--- config.mk ---
export PLATFORM = sky130hd
export DESIGN_NAME = id_stage
export DESIGN_NICKNAME = d
export VERILOG_FILES = /design/src/rtl/id_stage.sv
export SDC_FILE = /design/constraint.sdc
export NUM_CORES = 2
export LEC_CHECK = 0
export CORE_ASPECT_RATIO = 0.75
export CORE_UTILIZATION = 30
export DETAILED_ROUTE_END_ITERATION = 6
export PLACE_DENSITY = 0.54
export SLEW_MARGIN = 10
export SYNTH_ARGS = -nofsm -noshare
export SYNTH_HDL_FRONTEND = slang
export SYNTH_SLANG_ARGS = --single-unit
--- constraint.sdc ---
create_clock -name clk -period 6.4 [get_ports clk]
set_input_delay 1.28 -clock clk [delete_from_list [all_inputs] [get_ports clk]]
set_output_delay 1.28 -clock clk [all_outputs]
set_load 0.02 [all_outputs]
--- src/rtl/id_stage.sv ---
// Instruction-decode stage of the single-cycle RV32I core: main control decode, sign-extended immediate, 32x32 register file.
// Optional ID_WB_BYPASS_EN: forwards WB_out to dataA/dataB when the source matches the register being written this cycle.
module id_stage #(
  parameter int XLEN  = 32,
  parameter int NREGS = 32
) (
  input  logic            clk,
  input  logic            rst,
  input  logic [31:0]     instruction,
  input  logic [XLEN-1:0] WB_out,
  output logic            RegWrite,
  output logic            ALUSrc,
  output logic            MemWrite,
  output logic            MemRead,
  output logic            ResultSrc,
  output logic            Branch,
  output logic [1:0]      ALUOp,
  output logic [XLEN-1:0] dataA,
  output logic [XLEN-1:0] dataB,
  output logic [XLEN-1:0] dataD,
  output logic [XLEN-1:0] imm_ext,
  output logic [4:0]      rd,
  output logic [4:0]      rs1,
  output logic [4:0]      rs2
);

  localparam logic [6:0] OP_R      = 7'b0110011;
  localparam logic [6:0] OP_I_ALU  = 7'b0010011;
  localparam logic [6:0] OP_LOAD   = 7'b0000011;
  localparam logic [6:0] OP_STORE  = 7'b0100011;
  localparam logic [6:0] OP_BRANCH = 7'b1100011;
  localparam logic [6:0] OP_LUI    = 7'b0110111;
  localparam logic [6:0] OP_AUIPC  = 7'b0010111;
  localparam logic [6:0] OP_JAL    = 7'b1101111;
  localparam logic [6:0] OP_JALR   = 7'b1100111;

  logic [6:0]      opcode;
  logic            sign;
  logic [XLEN-1:0] regs [NREGS];
  logic            wr_en;

  assign opcode = instruction[6:0];
  assign sign   = instruction[31];
  assign rd     = instruction[11:7];
  assign rs1    = instruction[19:15];
  assign rs2    = instruction[24:20];

  always_comb begin
    RegWrite  = 1'b0;
    ALUSrc    = 1'b0;
    MemWrite  = 1'b0;
    MemRead   = 1'b0;
    ResultSrc = 1'b0;
    Branch    = 1'b0;
    ALUOp     = 2'b00;
    case (opcode)
      OP_R: begin
        RegWrite = 1'b1;
        ALUOp    = 2'b10;
      end
      OP_I_ALU: begin
        RegWrite = 1'b1;
        ALUSrc   = 1'b1;
        ALUOp    = 2'b10;
      end
      OP_LOAD: begin
        RegWrite  = 1'b1;
        ALUSrc    = 1'b1;
        MemRead   = 1'b1;
        ResultSrc = 1'b1;
      end
      OP_STORE: begin
        ALUSrc   = 1'b1;
        MemWrite = 1'b1;
      end
      OP_BRANCH: begin
        Branch = 1'b1;
        ALUOp  = 2'b01;
      end
      OP_LUI, OP_AUIPC, OP_JAL, OP_JALR: begin
        RegWrite = 1'b1;
        ALUSrc   = 1'b1;
      end
      default: ;
    endcase
  end

  // Immediate format follows the opcode; R-type and unknown opcodes carry no immediate.
  always_comb begin
    imm_ext = '0;
    case (opcode)
      OP_I_ALU, OP_LOAD, OP_JALR:
        imm_ext = {{20{sign}}, instruction[31:20]};
      OP_STORE:
        imm_ext = {{20{sign}}, instruction[31:25], instruction[11:7]};
      OP_BRANCH:
        imm_ext = {{19{sign}}, sign, instruction[7], instruction[30:25], instruction[11:8], 1'b0};
      OP_LUI, OP_AUIPC:
        imm_ext = {instruction[31:12], 12'b0};
      OP_JAL:
        imm_ext = {{11{sign}}, sign, instruction[19:12], instruction[20], instruction[30:21], 1'b0};
      default: imm_ext = '0;
    endcase
  end

  assign wr_en = RegWrite && (rd != 5'd0) && !rst;

  // Reset takes priority over a coincident writeback.
  always_ff @(posedge clk) begin
    if (rst) begin
      for (int i = 0; i < NREGS; i++) regs[i] <= '0;
    end else if (wr_en) begin
      regs[rd] <= WB_out;
    end
  end

  always_comb begin
    dataA = (rs1 == 5'd0) ? '0 : regs[rs1];
    dataB = (rs2 == 5'd0) ? '0 : regs[rs2];
    dataD = (rd  == 5'd0) ? '0 : regs[rd];
`ifdef ID_WB_BYPASS_EN
    if (wr_en && (rs1 == rd)) dataA = WB_out;
    if (wr_en && (rs2 == rd)) dataB = WB_out;
`endif
  end

endmodule

==> reports/metrics.yaml <==
outcome:
  status: "complete, no violations"
finish:
  layout-drive-gt1-share_pct: 25.4
  syn_to_final_growth_pct: 17.7
  fill_cells: 19200
  top_regs: "regs: 1024 flops"
  final_common_cell: "edfxtp_1"
  nets: 4745
  largest_reg_flops: 1024
  final_cell_mix: "1024 x edfxtp_1, 1010 x nor2_1, 592 x mux4_2"
  regMostFlops: "regs"
clock_tree:
  cts_buffers: 108
  cts_sinks: 1024
  cts_tree: "done"
  holdBufCountCts: 0
  cts_buffer_depth: 3
  clk_pin_slew_ns: 0.06
  cts-root-buf: "clkbuf_16"
  ctsResizeCount: 0
  post_cts_buffers: 0
  htreeDepth: 3
die:
  core_area_sq_um: 200000
  die_height_microns: 392
  rows: 142
  dieArea_sq_um: 204000
  initial_core_util_pct: 30.3
  ioPinCount: 217
  die_w_microns: 521
place:
  routabilityCongestion: 0.904
  port_buffers: 216
  dp_hpwl_microns: 173000
sta:
  finalCritPeriodShare_pct: 93.0
  finalCriticalPeriod_ns: 5.95
  drv_slew: 0
  slew_headroom_pct: 13.7
  hold_viol: 0
  setup_viol: 0
  worstMarginPinSlew_ns: 1.29
  max_freq_mhz: 168
  tns_ns: 0
  rsz0062_at_grt: "false"
route:
  vias: 47300
  routed_wl_microns: 274000
  drc: 0
  drtIter0Drc: 8179
  routedWlPerCell_microns: 36.9
  ant_nets: 0
  viasPerCell: 6.36
  drt_first_pass_iters: 6
synth:
  yosysWarningCount: 0
  async_flop_share_pct: 0
  synth-edff-count: 1024
  synth_area_sq_um: 60700
  yosys_register_bits: 1024
  avgSynthCellArea_sq_um: 13.5
  synth-seq-area-share_pct: 50.6
  synth_cell_type_count: 44
  ys.flop_type: "edfxtp_1"
  netlist_instances: 4504
worst_setup_path:
  setup.worst_path.start: "instruction[18]"
  crit_path_end_kind: "output pin"
  crit_fanout: 22
  critPathLaunchType: "input pin"
  path_class: "in -> out"
  cp.arrival_ns: 4.67
  crit_required_ns: 5.12
global_route:
  grt_use_total_pct: 26.3
  grt_pass1_wl_microns: 372000
  grt-ovfl-total: 0
  grt_pass1_vias: 44800
  grt_max_degree: 81
  antenna_found_initial: 15
job:
  drv_cap: 0
power:
  leakagePower_nw: 23.2
  ir_worst_vdd_v: 0.000232
  finalPower_w: 0.0180
  powerDensity_nw_per_um2: 251
worst_hold_path:
  hold_path.class: "in -> reg"
  hp-start: "rst"
## worst max-delay path, cell delays in order
cell and delay (ns):
buf_2 0.59, nand2b_4 0.65, a2111oi_0 0.97, a31oi_1 0.12, a31oi_1 0.23, buf_4 0.19, clkdlybuf4s50_1 0.61
## layer usage
| metal | up-vias | GRT usage, % | share of wire, % | wire (microns) |
|---|---|---|---|---|
| li1 | 18100 | - | - | - |
| met5 | - | 0 | 0.031 | 86 |
| met4 | 14 | 11.6 | 5.2 | 14200 |
| met3 | 748 | 8.20 | 14 | 37700 |
| met2 | 3986 | 38.6 | 43 | 118000 |
| met1 | 24400 | 35.4 | 38 | 105000 |
## cells in the mapped netlist (2+ instances only)
| library cell | count | area share (%) |
|---|---|---|
| edfxtp_1 | 1024 | 51 |
| a2111oi_0 | 19 | 0.27 |
| a211oi_1 | 19 | 0.23 |
| nor2b_1 | 29 | 0.30 |
| nor3b_1 | 5 | 0.062 |
| nand2b_1 | 5 | 0.052 |
| a31oi_1 | 100 | 1.0 |
| or3_1 | 2 | 0.021 |
| buf_2 | 171 | 1.4 |
| nor4_1 | 2 | 0.021 |
| o22ai_1 | 12 | 0.12 |
| a22oi_1 | 174 | 2.2 |
| nand3_1 | 40 | 0.33 |
| a22o_1 | 56 | 0.81 |
| clkbuf_1 | 208 | 1.3 |
| o221ai_1 | 39 | 0.56 |
| buf_4 | 17 | 0.21 |
| or4_1 | 2 | 0.025 |
| mux2i_1 | 355 | 5.9 |
| buf_1 | 45 | 0.28 |
| and3b_1 | 2 | 0.029 |
| nor2_1 | 1016 | 6.3 |
| a21oi_1 | 68 | 0.56 |
| nor3_1 | 3 | 0.025 |
| buf_6 | 13 | 0.24 |
| a21o_1 | 56 | 0.69 |
| a221oi_1 | 42 | 0.61 |
| mux2_2 | 107 | 2.0 |
| nand2_1 | 241 | 1.5 |
| mux4_2 | 592 | 22 |
| or2_2 | 4 | 0.041 |
| and2_1 | 21 | 0.22 |
| o21ai_0 | 4 | 0.033 |
## cell families (layout without fill, tap and decap cells)
logic type	count (synthesis)	in the layout	share of synthesized area [%]
and+or+nand+nor	1376	1376	8.95
muxes	1054	1054	29.8
DFF	1024	1024	50.6
AOI/OAI and AO/OA	594	594	7.17
buffers and inverters	455	689	3.43
other	1	36	0.00618
## final cells by class
cell class                 instances  area, sq um  share of cell area, %
sequential                      1024        30700                   43.0
multi-input combinational       3056        28500                   39.8
timing repair buffer             488         5290                   7.40
tap                             2664         3330                   4.66
clock buffer                     138         2880                   4.03
clock inverter                    62          734                   1.03
antenna                            4         10.0                 0.0140
inverter                           1         3.75                0.00525
## per-stage QoR
stage,instance area (sq um),cells,hold WS [ns],util (%),setup slack [ns]
2_1_floorplan,60800,4535,1.59,-,1.86
3_3_place_gp,67800,7232,1.87,33.8,0.632
3_5_place_dp,67800,7233,1.88,33.8,0.598
4_1_cts,71500,7433,1.06,35.7,0.597
5_1_grt,71500,7435,1.08,35.7,0.539
6_report,71500,7437,1.11,35.7,0.445
## report_power, final
part | internal [W] | total (W) | switching [W]
combinational | 0.00135 | 0.00326 | 0.00191
clock | 0.00381 | 0.00671 | 0.00289
sequential | 0.00773 | 0.00800 | 0.000269
total | 0.0129 | 0.0180 | 0.00507
## path summary, 6_finish.rpt
path | to | slack [ns] | cells past startpoint
min | regs[0][30] | 1.11 | 1
max | dataA[3] | 0.45 | 7
No activity file was read; power rests on OpenSTA's default activity.
